File: src/rtl/picosoc_bus_pkg.sv
// Package picosoc_bus_pkg
// Purpose: shared definitions for the picosoc iomem bus arbiter.
//   - iomem bus widths (address, data, byte strobe)
//   - master index constants and one-hot grant codes
//   - arbiter state encoding
// Ports: none (package).
package picosoc_bus_pkg;

  localparam int IOMEM_AW = 32;
  localparam int IOMEM_DW = 32;
  localparam int IOMEM_SW = 4;

  // Master indices; the bit positions of the one-hot grant vector
  localparam int M0 = 0;
  localparam int M1 = 1;

  localparam logic [1:0] GRANT_NONE = 2'b00;
  localparam logic [1:0] GRANT_M0   = 2'b01;
  localparam logic [1:0] GRANT_M1   = 2'b10;

  typedef enum logic [1:0] {
    IDLE = 2'd0,
    BUSY = 2'd1,
    RESP = 2'd2
  } arb_state_e;

endpackage

File: src/rtl/iomem_rr_pick.sv
// Module iomem_rr_pick
// Purpose: combinational two-way round-robin picker.
// Ports:
//   req    in  2  request vector, bit M0 = master 0, bit M1 = master 1
//   last   in  2  one-hot owner of the previous grant
//   winner out 2  one-hot winner; 0 when nobody requests
module iomem_rr_pick
  import picosoc_bus_pkg::*;
(
  input  logic [1:0] req,
  input  logic [1:0] last,
  output logic [1:0] winner
);

  always_comb begin
    winner = GRANT_NONE;
    if (req == 2'b11) begin
      // Contention: the master that did not own the last grant wins
      winner = last[M0] ? GRANT_M1 : GRANT_M0;
    end else begin
      // Zero or one requester: the request vector is already one-hot
      winner = req;
    end
  end

endmodule

File: src/rtl/iomem_arbiter.sv
// Module iomem_arbiter
// Purpose: shares the picosoc iomem bus between master 0 (CPU) and master 1
//   (auxiliary DMA / LED sequencer). Round-robin grant, one outstanding
//   transaction, registered slave-side request, one-cycle ready pulse back
//   to the granted master.
// Optional feature: define IOMEM_ARB_TIMEOUT_EN to force completion of a
//   transaction after TIMEOUT_CYCLES cycles in BUSY, returning TIMEOUT_RDATA
//   and raising the sticky timeout_err flag (cleared by err_clr).
// Ports:
//   clk, resetn                 clock, asynchronous active-low reset
//   m0_valid/ready/addr/wdata/wstrb/rdata   master 0 iomem port
//   m1_valid/ready/addr/wdata/wstrb/rdata   master 1 iomem port
//   s_valid/ready/addr/wdata/wstrb/rdata    port towards the address decoder
//   grant        one-hot owner of the current transaction, 0 when idle
//   timeout_err  sticky timeout flag (constant 0 without the feature)
//   err_clr      clears timeout_err
module iomem_arbiter
  import picosoc_bus_pkg::*;
#(
  parameter int                  TIMEOUT_CYCLES = 1024,
  parameter logic [IOMEM_DW-1:0] TIMEOUT_RDATA  = 32'hDEADBEEF
) (
  input  logic                clk,
  input  logic                resetn,

  input  logic                m0_valid,
  output logic                m0_ready,
  input  logic [IOMEM_AW-1:0] m0_addr,
  input  logic [IOMEM_DW-1:0] m0_wdata,
  input  logic [IOMEM_SW-1:0] m0_wstrb,
  output logic [IOMEM_DW-1:0] m0_rdata,

  input  logic                m1_valid,
  output logic                m1_ready,
  input  logic [IOMEM_AW-1:0] m1_addr,
  input  logic [IOMEM_DW-1:0] m1_wdata,
  input  logic [IOMEM_SW-1:0] m1_wstrb,
  output logic [IOMEM_DW-1:0] m1_rdata,

  output logic                s_valid,
  input  logic                s_ready,
  output logic [IOMEM_AW-1:0] s_addr,
  output logic [IOMEM_DW-1:0] s_wdata,
  output logic [IOMEM_SW-1:0] s_wstrb,
  input  logic [IOMEM_DW-1:0] s_rdata,

  output logic [1:0]          grant,
  output logic                timeout_err,
  input  logic                err_clr
);

  arb_state_e          state_reg, state_next;
  logic                s_valid_reg, s_valid_next;
  logic [IOMEM_AW-1:0] s_addr_reg, s_addr_next;
  logic [IOMEM_DW-1:0] s_wdata_reg, s_wdata_next;
  logic [IOMEM_SW-1:0] s_wstrb_reg, s_wstrb_next;
  logic [1:0]          grant_reg, grant_next;
  logic [1:0]          last_grant_reg, last_grant_next;

  logic [1:0]          winner;
  logic                timeout_hit;
  logic                complete;
  logic [IOMEM_DW-1:0] resp_data;
  logic [1:0]          ready_vec;
  logic [1:0][IOMEM_DW-1:0] rdata_vec;

  iomem_rr_pick u_pick (
    .req    ({m1_valid, m0_valid}),
    .last   (last_grant_reg),
    .winner (winner)
  );

  // A real s_ready always beats a timeout in the same cycle
  assign complete  = (state_reg == BUSY) && (s_ready || timeout_hit);
  assign resp_data = s_ready ? s_rdata : TIMEOUT_RDATA;

`ifdef IOMEM_ARB_TIMEOUT_EN
  localparam int CW = (TIMEOUT_CYCLES > 1) ? $clog2(TIMEOUT_CYCLES) : 1;
  localparam logic [CW-1:0] CNT_LAST = CW'(TIMEOUT_CYCLES - 1);

  logic [CW-1:0] cnt_reg, cnt_next;
  logic          err_reg, err_next;

  assign timeout_hit = (state_reg == BUSY) && !s_ready && (cnt_reg == CNT_LAST);

  always_comb begin
    cnt_next = cnt_reg;
    err_next = err_reg;
    // Held at zero outside BUSY so every transaction starts counting from 0
    if (state_reg == BUSY) cnt_next = cnt_reg + 1'b1;
    else                   cnt_next = '0;
    if (timeout_hit)  err_next = 1'b1;
    else if (err_clr) err_next = 1'b0;
  end

  always_ff @(posedge clk or negedge resetn) begin
    if (!resetn) begin
      cnt_reg <= '0;
      err_reg <= 1'b0;
    end else begin
      cnt_reg <= cnt_next;
      err_reg <= err_next;
    end
  end

  assign timeout_err = err_reg;
`else
  logic unused_cfg;
  assign timeout_hit = 1'b0;
  assign timeout_err = 1'b0;
  assign unused_cfg  = ^{err_clr, 32'(TIMEOUT_CYCLES)};
`endif

  // Arbiter FSM: next-state and slave-side request
  always_comb begin
    state_next      = state_reg;
    s_valid_next    = s_valid_reg;
    s_addr_next     = s_addr_reg;
    s_wdata_next    = s_wdata_reg;
    s_wstrb_next    = s_wstrb_reg;
    grant_next      = grant_reg;
    last_grant_next = last_grant_reg;
    case (state_reg)
      IDLE: begin
        if (winner != GRANT_NONE) begin
          s_valid_next    = 1'b1;
          s_addr_next     = winner[M1] ? m1_addr  : m0_addr;
          s_wdata_next    = winner[M1] ? m1_wdata : m0_wdata;
          s_wstrb_next    = winner[M1] ? m1_wstrb : m0_wstrb;
          grant_next      = winner;
          last_grant_next = winner;
          state_next      = BUSY;
        end
      end
      BUSY: begin
        if (complete) begin
          s_valid_next = 1'b0;
          state_next   = RESP;
        end
      end
      RESP: begin
        // Master drops its valid on this edge; IDLE then sees fresh requests
        grant_next = GRANT_NONE;
        state_next = IDLE;
      end
      default: begin
        s_valid_next = 1'b0;
        grant_next   = GRANT_NONE;
        state_next   = IDLE;
      end
    endcase
  end

  always_ff @(posedge clk or negedge resetn) begin
    if (!resetn) begin
      state_reg      <= IDLE;
      s_valid_reg    <= 1'b0;
      s_addr_reg     <= '0;
      s_wdata_reg    <= '0;
      s_wstrb_reg    <= '0;
      grant_reg      <= GRANT_NONE;
      last_grant_reg <= GRANT_M1;  // so master 0 wins the first tie
    end else begin
      state_reg      <= state_next;
      s_valid_reg    <= s_valid_next;
      s_addr_reg     <= s_addr_next;
      s_wdata_reg    <= s_wdata_next;
      s_wstrb_reg    <= s_wstrb_next;
      grant_reg      <= grant_next;
      last_grant_reg <= last_grant_next;
    end
  end

  // Per-master response: one-cycle ready pulse with data; both read as zero
  // outside the pulse so the non-granted master never sees stale data.
  for (genvar gi = 0; gi < 2; gi++) begin : g_master
    logic                ready_reg;
    logic [IOMEM_DW-1:0] rdata_reg;

    always_ff @(posedge clk or negedge resetn) begin
      if (!resetn) begin
        ready_reg <= 1'b0;
        rdata_reg <= '0;
      end else if (complete && grant_reg[gi]) begin
        ready_reg <= 1'b1;
        rdata_reg <= resp_data;
      end else begin
        ready_reg <= 1'b0;
        rdata_reg <= '0;
      end
    end

    assign ready_vec[gi] = ready_reg;
    assign rdata_vec[gi] = rdata_reg;
  end

  assign m0_ready = ready_vec[M0];
  assign m1_ready = ready_vec[M1];
  assign m0_rdata = rdata_vec[M0];
  assign m1_rdata = rdata_vec[M1];

  assign s_valid = s_valid_reg;
  assign s_addr  = s_addr_reg;
  assign s_wdata = s_wdata_reg;
  assign s_wstrb = s_wstrb_reg;
  assign grant   = grant_reg;

endmodule

File: config.mk
export PLATFORM = sky130hd
export DESIGN_NAME = iomem_arbiter
export DESIGN_NICKNAME = d
export VERILOG_FILES = /design/src/rtl/picosoc_bus_pkg.sv /design/src/rtl/iomem_rr_pick.sv /design/src/rtl/iomem_arbiter.sv
export SDC_FILE = /design/constraint.sdc
export NUM_CORES = 1
export LEC_CHECK = 0
export CAP_MARGIN = 20
export CORE_MARGIN = 5
export CORE_UTILIZATION = 40
export CTS_CLUSTER_DIAMETER = 40
export CTS_CLUSTER_SIZE = 14
export DETAILED_ROUTE_END_ITERATION = 8
export PLACE_DENSITY_LB_ADDON = 0.25
export SETUP_SLACK_MARGIN = 0.15
export SLEW_MARGIN = 15
export SYNTH_ARGS = -nofsm -noshare
export SYNTH_HDL_FRONTEND = slang
export SYNTH_SLANG_ARGS = --single-unit
File: constraint.sdc
create_clock -name clk -period 1.5 [get_ports clk]
set_clock_uncertainty 0.05 [all_clocks]
set_input_delay 0.15 -clock clk [delete_from_list [all_inputs] [get_ports clk]]
set_output_delay 0.15 -clock clk [all_outputs]
set_load 0.03 [all_outputs]
## Yosys cells after proc, flatten, opt, wreduce, memory -nomap -nowiden

Index checks and enable logic that the tools add are counted.

- Eq/ne operators: 5
- Muxes and demuxes: 18
- Bitwise operators: 2
- Reduce and logical (&&, ||, !) cells: 9

Operators with widths:

| operator | number |
|---|---|
| two-way mux 32 bit | 5 |
| two-way mux 2 bit | 5 |
| case mux 2 bit (2 select lines) | 2 |
| AND reduction 2 bit | 3 |
| == test 2 bit (second input constant) | 2 |
| two-way mux 1 bit | 4 |
| two-way mux 4 bit | 1 |
| inequality test 2 bit (second input constant) | 2 |
| logical AND 1 bit | 3 |
| case mux 1 bit (3 select lines) | 1 |
| AND reduction 3 bit | 1 |
| == test 2 x 1 -> 1 bit (second input constant) | 1 |
| zero test 2 bit | 1 |
| inverter 1 bit | 2 |
| nonzero test 2 bit | 1 |

- Bits in registers: 140
- Output and inout bits: 138
- Word-level logic and storage cells: 45

## Depth between registers and ports, before layout

Gate-level depths: netlist (run 1).

- Depth after elaboration: 5
- Depth in mapped cells: 7
- Mapped depth without buffers: 3

## Hierarchy

A second synthesis (run 1) with hierarchy kept.

- Cells, all modules: 396
- Area total of the unflattened synthesis: 5855.6 um^2

Modules (own cells, without submodules):

| module | instances | cells an instance | area each (um^2) | seq. area each (um^2) |
|---|---|---|---|---|
| iomem_arbiter | 1 | 393 | 5836.8 | 3529.6 |
| iomem_rr_pick | 1 | 3 | 18.8 | 0.0 |

## Least setup slack after synthesis (run 1)

Ideal clock, no wire load.

- Path kind: register to register
- Start: register state_reg[0]
- End: register s_addr_reg[11], in the netlist s_addr[11]
- Library setup time: 141 ps
- Data arrival time: 1201 ps
- Required time: 1309 ps
- Path slack: 108 ps
- Cell stages (with the launch flop): 5
- Period minus slack after synthesis: 1392 ps
- Cell sequence: dfrtp_1 > or2_1 > nor2_2 > clkbuf_1 > a31oi_1

- Longest elaborated chain between the ends: 2

RTL lines:

| what | line | RTL |
|---|---|---|
| start, declared | iomem_arbiter.sv:52 | `arb_state_e state_reg, state_next;` |
| start signal, assigned | iomem_arbiter.sv:164 | `state_reg <= state_next;` |
| zero test 2 bit | iomem_arbiter.sv:123 | `case (state_reg)` |
| AND reduction 2 bit (no source line) | - |  |
| end signal, assigned | iomem_arbiter.sv:166 | `s_addr_reg <= s_addr_next;` |
| end, declared | iomem_arbiter.sv:54 | `logic [IOMEM_AW-1:0] s_addr_reg, s_addr_next;` |

Every way passes these cells.
A chain may end at the register's enable or synchronous reset.

## Worst setup path after layout (run 1)

- Start: register state_reg[0]
- End: register s_wdata_reg[11], in the netlist s_wdata[11]

- Longest elaborated chain between the ends: 2

RTL lines:

| what | line | RTL |
|---|---|---|
| zero test 2 bit | iomem_arbiter.sv:123 |  |
| AND reduction 2 bit (no source line) | - |  |
| end signal, assigned | iomem_arbiter.sv:167 | `s_wdata_reg <= s_wdata_next;` |
| end, declared | iomem_arbiter.sv:55 | `logic [IOMEM_DW-1:0] s_wdata_reg, s_wdata_next;` |

Every way passes these cells.

==> results of run 1 <==
==> placed cells by master, fill, tap and decap left out, types with 2 or more instances in the layout <==
| master | instances |
|---|---|
| dfrtp_1 | 137 |
| a21oi_2 | 21 |
| buf_2 | 3 |
| bufbuf_16 | 2 |
| clkbuf_2 | 32 |
| inv_1 | 2 |
| bufinv_16 | 2 |
| clkinv_2 | 2 |
| a31oi_4 | 6 |
| clkdlybuf4s50_1 | 170 |
| buf_6 | 7 |
| clkdlybuf4s15_1 | 26 |
| buf_4 | 17 |
| a31oi_2 | 2 |
| and2_1 | 2 |
| inv_6 | 3 |
| a21oi_1 | 50 |
| dlygate4sd2_1 | 2 |
| o21ai_0 | 67 |
| buf_16 | 6 |
| o21ai_1 | 4 |
| dfrtp_2 | 3 |
| clkbuf_16 | 24 |
| nor2_4 | 3 |
| and3_1 | 64 |
| clkbuf_8 | 2 |
| buf_12 | 17 |
| nand3_1 | 68 |
| buf_8 | 4 |
| clkdlybuf4s15_2 | 73 |
| a31oi_1 | 61 |
| clkinvlp_4 | 4 |
==> per-layer routing <==
layer / global-route usage (%) / part of all wire, % / up-vias
li1: - / - / 2734
met1: 31.0 / 38 / 2924
met2: 41.0 / 50 / 344
met3: 7.95 / 9.1 / 37
met4: 9.20 / 2.3 / 0
met5: 0 / 0 / -
==> stage by stage <==
| step | util [%] | total power, uW | hold slack, ns |
|---|---|---|---|
| after floorplan | - | 10500 | -0.196 |
| after global placement | 64.1 | 14400 | 0.0341 |
| after detailed placement | 64.1 | 14600 | 0.0406 |
| after CTS | 71.2 | 19700 | 0.143 |
| after global routing | 72.8 | 21400 | 0.167 |
| final | 72.8 | 20500 | 0.162 |
==> logic make-up after synthesis <==
group,Yosys count
AO/OA/AOI/OAI,214
buffers and inverters,69
flip-flops,140
other,1
AND/OR/NAND/NOR,144
==> worst min-delay path, cell delays in order <==
cell	delay, ns
buf_2	0.11
buf_4	0.21
a31oi_1	0.10
==> cell type report <==
cell class | count | area, sq um | share of cell area (%)
Clock inverter | 12 | 135 | 1.28
Inverter | 3 | 11.3 | 0.107
Tap cell | 184 | 230 | 2.18
Timing Repair Buffer | 367 | 4000 | 37.9
Multi-Input combinational cell | 360 | 2200 | 20.8
Sequential cell | 140 | 3510 | 33.3
Clock buffer | 20 | 457 | 4.33
Antenna cell | 1 | 2.50 | 0.0237
==> power groups by stage <==
stage          registers [uW]  clock network (uW)  logic, uW
6_report                 5700                4170      10600
5_1_grt                  5830                4410      11200
3_5_place_dp             5700                   0       8860
3_3_place_gp             5650                   0       8740
2_1_floorplan            7890                   0       2640
4_1_cts                  5680                4220       9790
==> final timing paths <==
| check | start | to | depth (start not counted) |
|---|---|---|---|
| setup / recovery | state_reg[0] | s_wdata[11] | 6 |
| hold / removal | m1_valid | last_grant_reg[0] | 3 |
| setup reg to reg | state_reg[0] | s_wdata[11] | 6 |
| hold reg to reg | s_valid | s_valid | 1 |
| max in group asynchronous | resetn | last_grant_reg[0] | 3 |
| min in group asynchronous | resetn | m0_rdata[3] | 2 |
==> what timing repair did <==
item | 4_1_cts | 5_1_grt
cloned | 7 | 9
buffers inserted | 8 | 3
gates resized for setup | 334 | 92
endpoints found under the hold margin | 140 | 0
pin swaps | 1 | 3
hold buffers | 1 | 0
setup endpoints to repair | 201 | 194
==> flow_metrics.env, run 1 <==
export IMPL_critPathTopFamily="flip-flops"
export IMPL_syn_instance_count=568
export IMPL_cts_sinks=140
export IMPL_status="complete, no violations"
export IMPL_drt_iter0_drc=415
export IMPL_rows=44
export IMPL_worst_path_buf_inv=3
export IMPL_rsz0062_at_grt="yes"
export IMPL_p_clk_share_pct=20.3
export IMPL_post_route_period_util_pct=96.0
export IMPL_synth_compound_area_share_pct=21.0
export IMPL_place_inst=1026
export IMPL_endpoint_kind="register"
export IMPL_cts_buffers=17
export IMPL_root_buffer="clkbuf_16"
export IMPL_synth_most_common_cell="dfrtp_1"
export IMPL_track_usage_pct=25.0
export IMPL_die_w_um=131
export IMPL_cp_required_ns=1.73
export IMPL_syn_to_final_growth_pct=78.5
export IMPL_slew_headroom_pct=61.1
export IMPL_synth_distinct_cells=25
export IMPL_num_vias=6039
export IMPL_drcViolationCount=0
export IMPL_portBuffers=309
export IMPL_r2r_slack_ns=0.06
export IMPL_p_per_area_nw_per_um2=1940
export IMPL_grt_antenna_before_repair=1
export IMPL_avgSynthCellArea_sq_um=10.4
export IMPL_finalWorstSetupSlack_ns=0.0604
export IMPL_min_path_type="in2reg"
export IMPL_grt_first_pass_wirelength_um=34900
export IMPL_fin_cells=1087
export IMPL_final_cell_area_sq_um=10500
export IMPL_synth_main_ff_cell="dfrtp_1"
export IMPL_peakVddDrop_uv=1020
export IMPL_yosysTopAreaCell="dfrtp_1"
export IMPL_comb_power_share_pct=51.9
export IMPL_max_clock_freq_mhz=695
export IMPL_worst_pin_slew_ns=0.584
export IMPL_synth_area_mux_share_pct=0
export IMPL_clk_pin_slew_ns=0.06
export IMPL_routabilityCongestion=0.896
export IMPL_dp_hpwl_um=14600
export IMPL_yosys_top_cells_area="dfrtp_1, a31oi_1, and3_1, o21ai_0, nand3_1"
export IMPL_fp_dieH_um=131
export IMPL_synthesis_area_sq_um=5900
export IMPL_drive_gt1_share_pct=26.6
export IMPL_grt_pass1_vias=6309
export IMPL_cts_buffer_depth=2
export IMPL_crit_path_frequent_cell="buf_12"
export IMPL_crit_type="reg2reg"
export IMPL_h_tree_depth=4
export IMPL_drv_cap=0
export IMPL_internal_power_uw=12200
export IMPL_hold_viol_final=0
export IMPL_ant_nets=0
export IMPL_core_sq_um=14500
export IMPL_pwr_share_seq_pct=27.8
export IMPL_fin_crit_ns=1.44
export IMPL_ys_ff_latch=140
export IMPL_synth_top_cell_area_share_pct=59.3
export IMPL_critPathArrivalTime_ns=1.67
export IMPL_power_leakage_uw=0.00468
export IMPL_cp_start_kind="register"
export IMPL_yosys_area_share_adder_pct=0
export IMPL_setup_violations=0
export IMPL_avgViaCountPerCell=5.56
export IMPL_async_flop_share_pct=100
export IMPL_pre_cts_slack_ns=-0.0999
export IMPL_wl_um=23100
export IMPL_yosysWarningCount=0
export IMPL_fillers=999
export IMPL_yosys_area_share_simple_pct=13.8
export IMPL_gr_total_overflow=0
export IMPL_wl_per_cell_um=21.3
export IMPL_synthXorXnorAreaFrac_pct=0
export IMPL_critPathMaxFanout=8
export IMPL_cts_tree="built"
export IMPL_setup_tns_ns=0
export IMPL_ioPinCount=312
export IMPL_ys_seq_area_share_pct=59.3
export IMPL_drv_slew=0
export IMPL_crit_chain="or2_4, nor2_4, buf_12, buf_12, buf_16, a31oi_1"
export IMPL_cpPeakStageDelay_ns=0.40
export IMPL_synth_edff_count=0
export IMPL_synth_nets=742
export IMPL_dieArea_sq_um=17300
export IMPL_grt_max_degree=67
export IMPL_post_dp_cell_area_sq_um=9290
export IMPL_synth_top_family_by_area="compound AO/OA/AOI/OAI gates"
export IMPL_dr_pass1_iters=5
export IMPL_switching_share_pct=40.6
export IMPL_slowest_stage="dfrtp_1"
export IMPL_p_sw_uw=8320
export IMPL_nets=1063
export IMPL_clkLatencyLatePin_ns=0.41
export IMPL_start_util_pct=40.8
export IMPL_yosys_top_cells_count="dfrtp_1, o21ai_0, a31oi_1, nand3_1, and3_1"
Note: power is estimated with default switching activity, not from simulation.
==> run 2: changes to the inputs <==
--- a/config.mk
+++ b/config.mk
@@ -5,10 +5,11 @@
 export SDC_FILE = /design/constraint.sdc
 export NUM_CORES = 1
 export LEC_CHECK = 0
+export ABC_CLOCK_PERIOD_IN_PS = 1500
 export CAP_MARGIN = 20
 export CORE_MARGIN = 5
 export CORE_UTILIZATION = 40
-export CTS_CLUSTER_DIAMETER = 40
+export CTS_CLUSTER_DIAMETER = 60
 export CTS_CLUSTER_SIZE = 14
 export DETAILED_ROUTE_END_ITERATION = 8
 export PLACE_DENSITY_LB_ADDON = 0.25
==> results of run 2 <==
Final layout, timing and power as in run 1 (identical DEF).
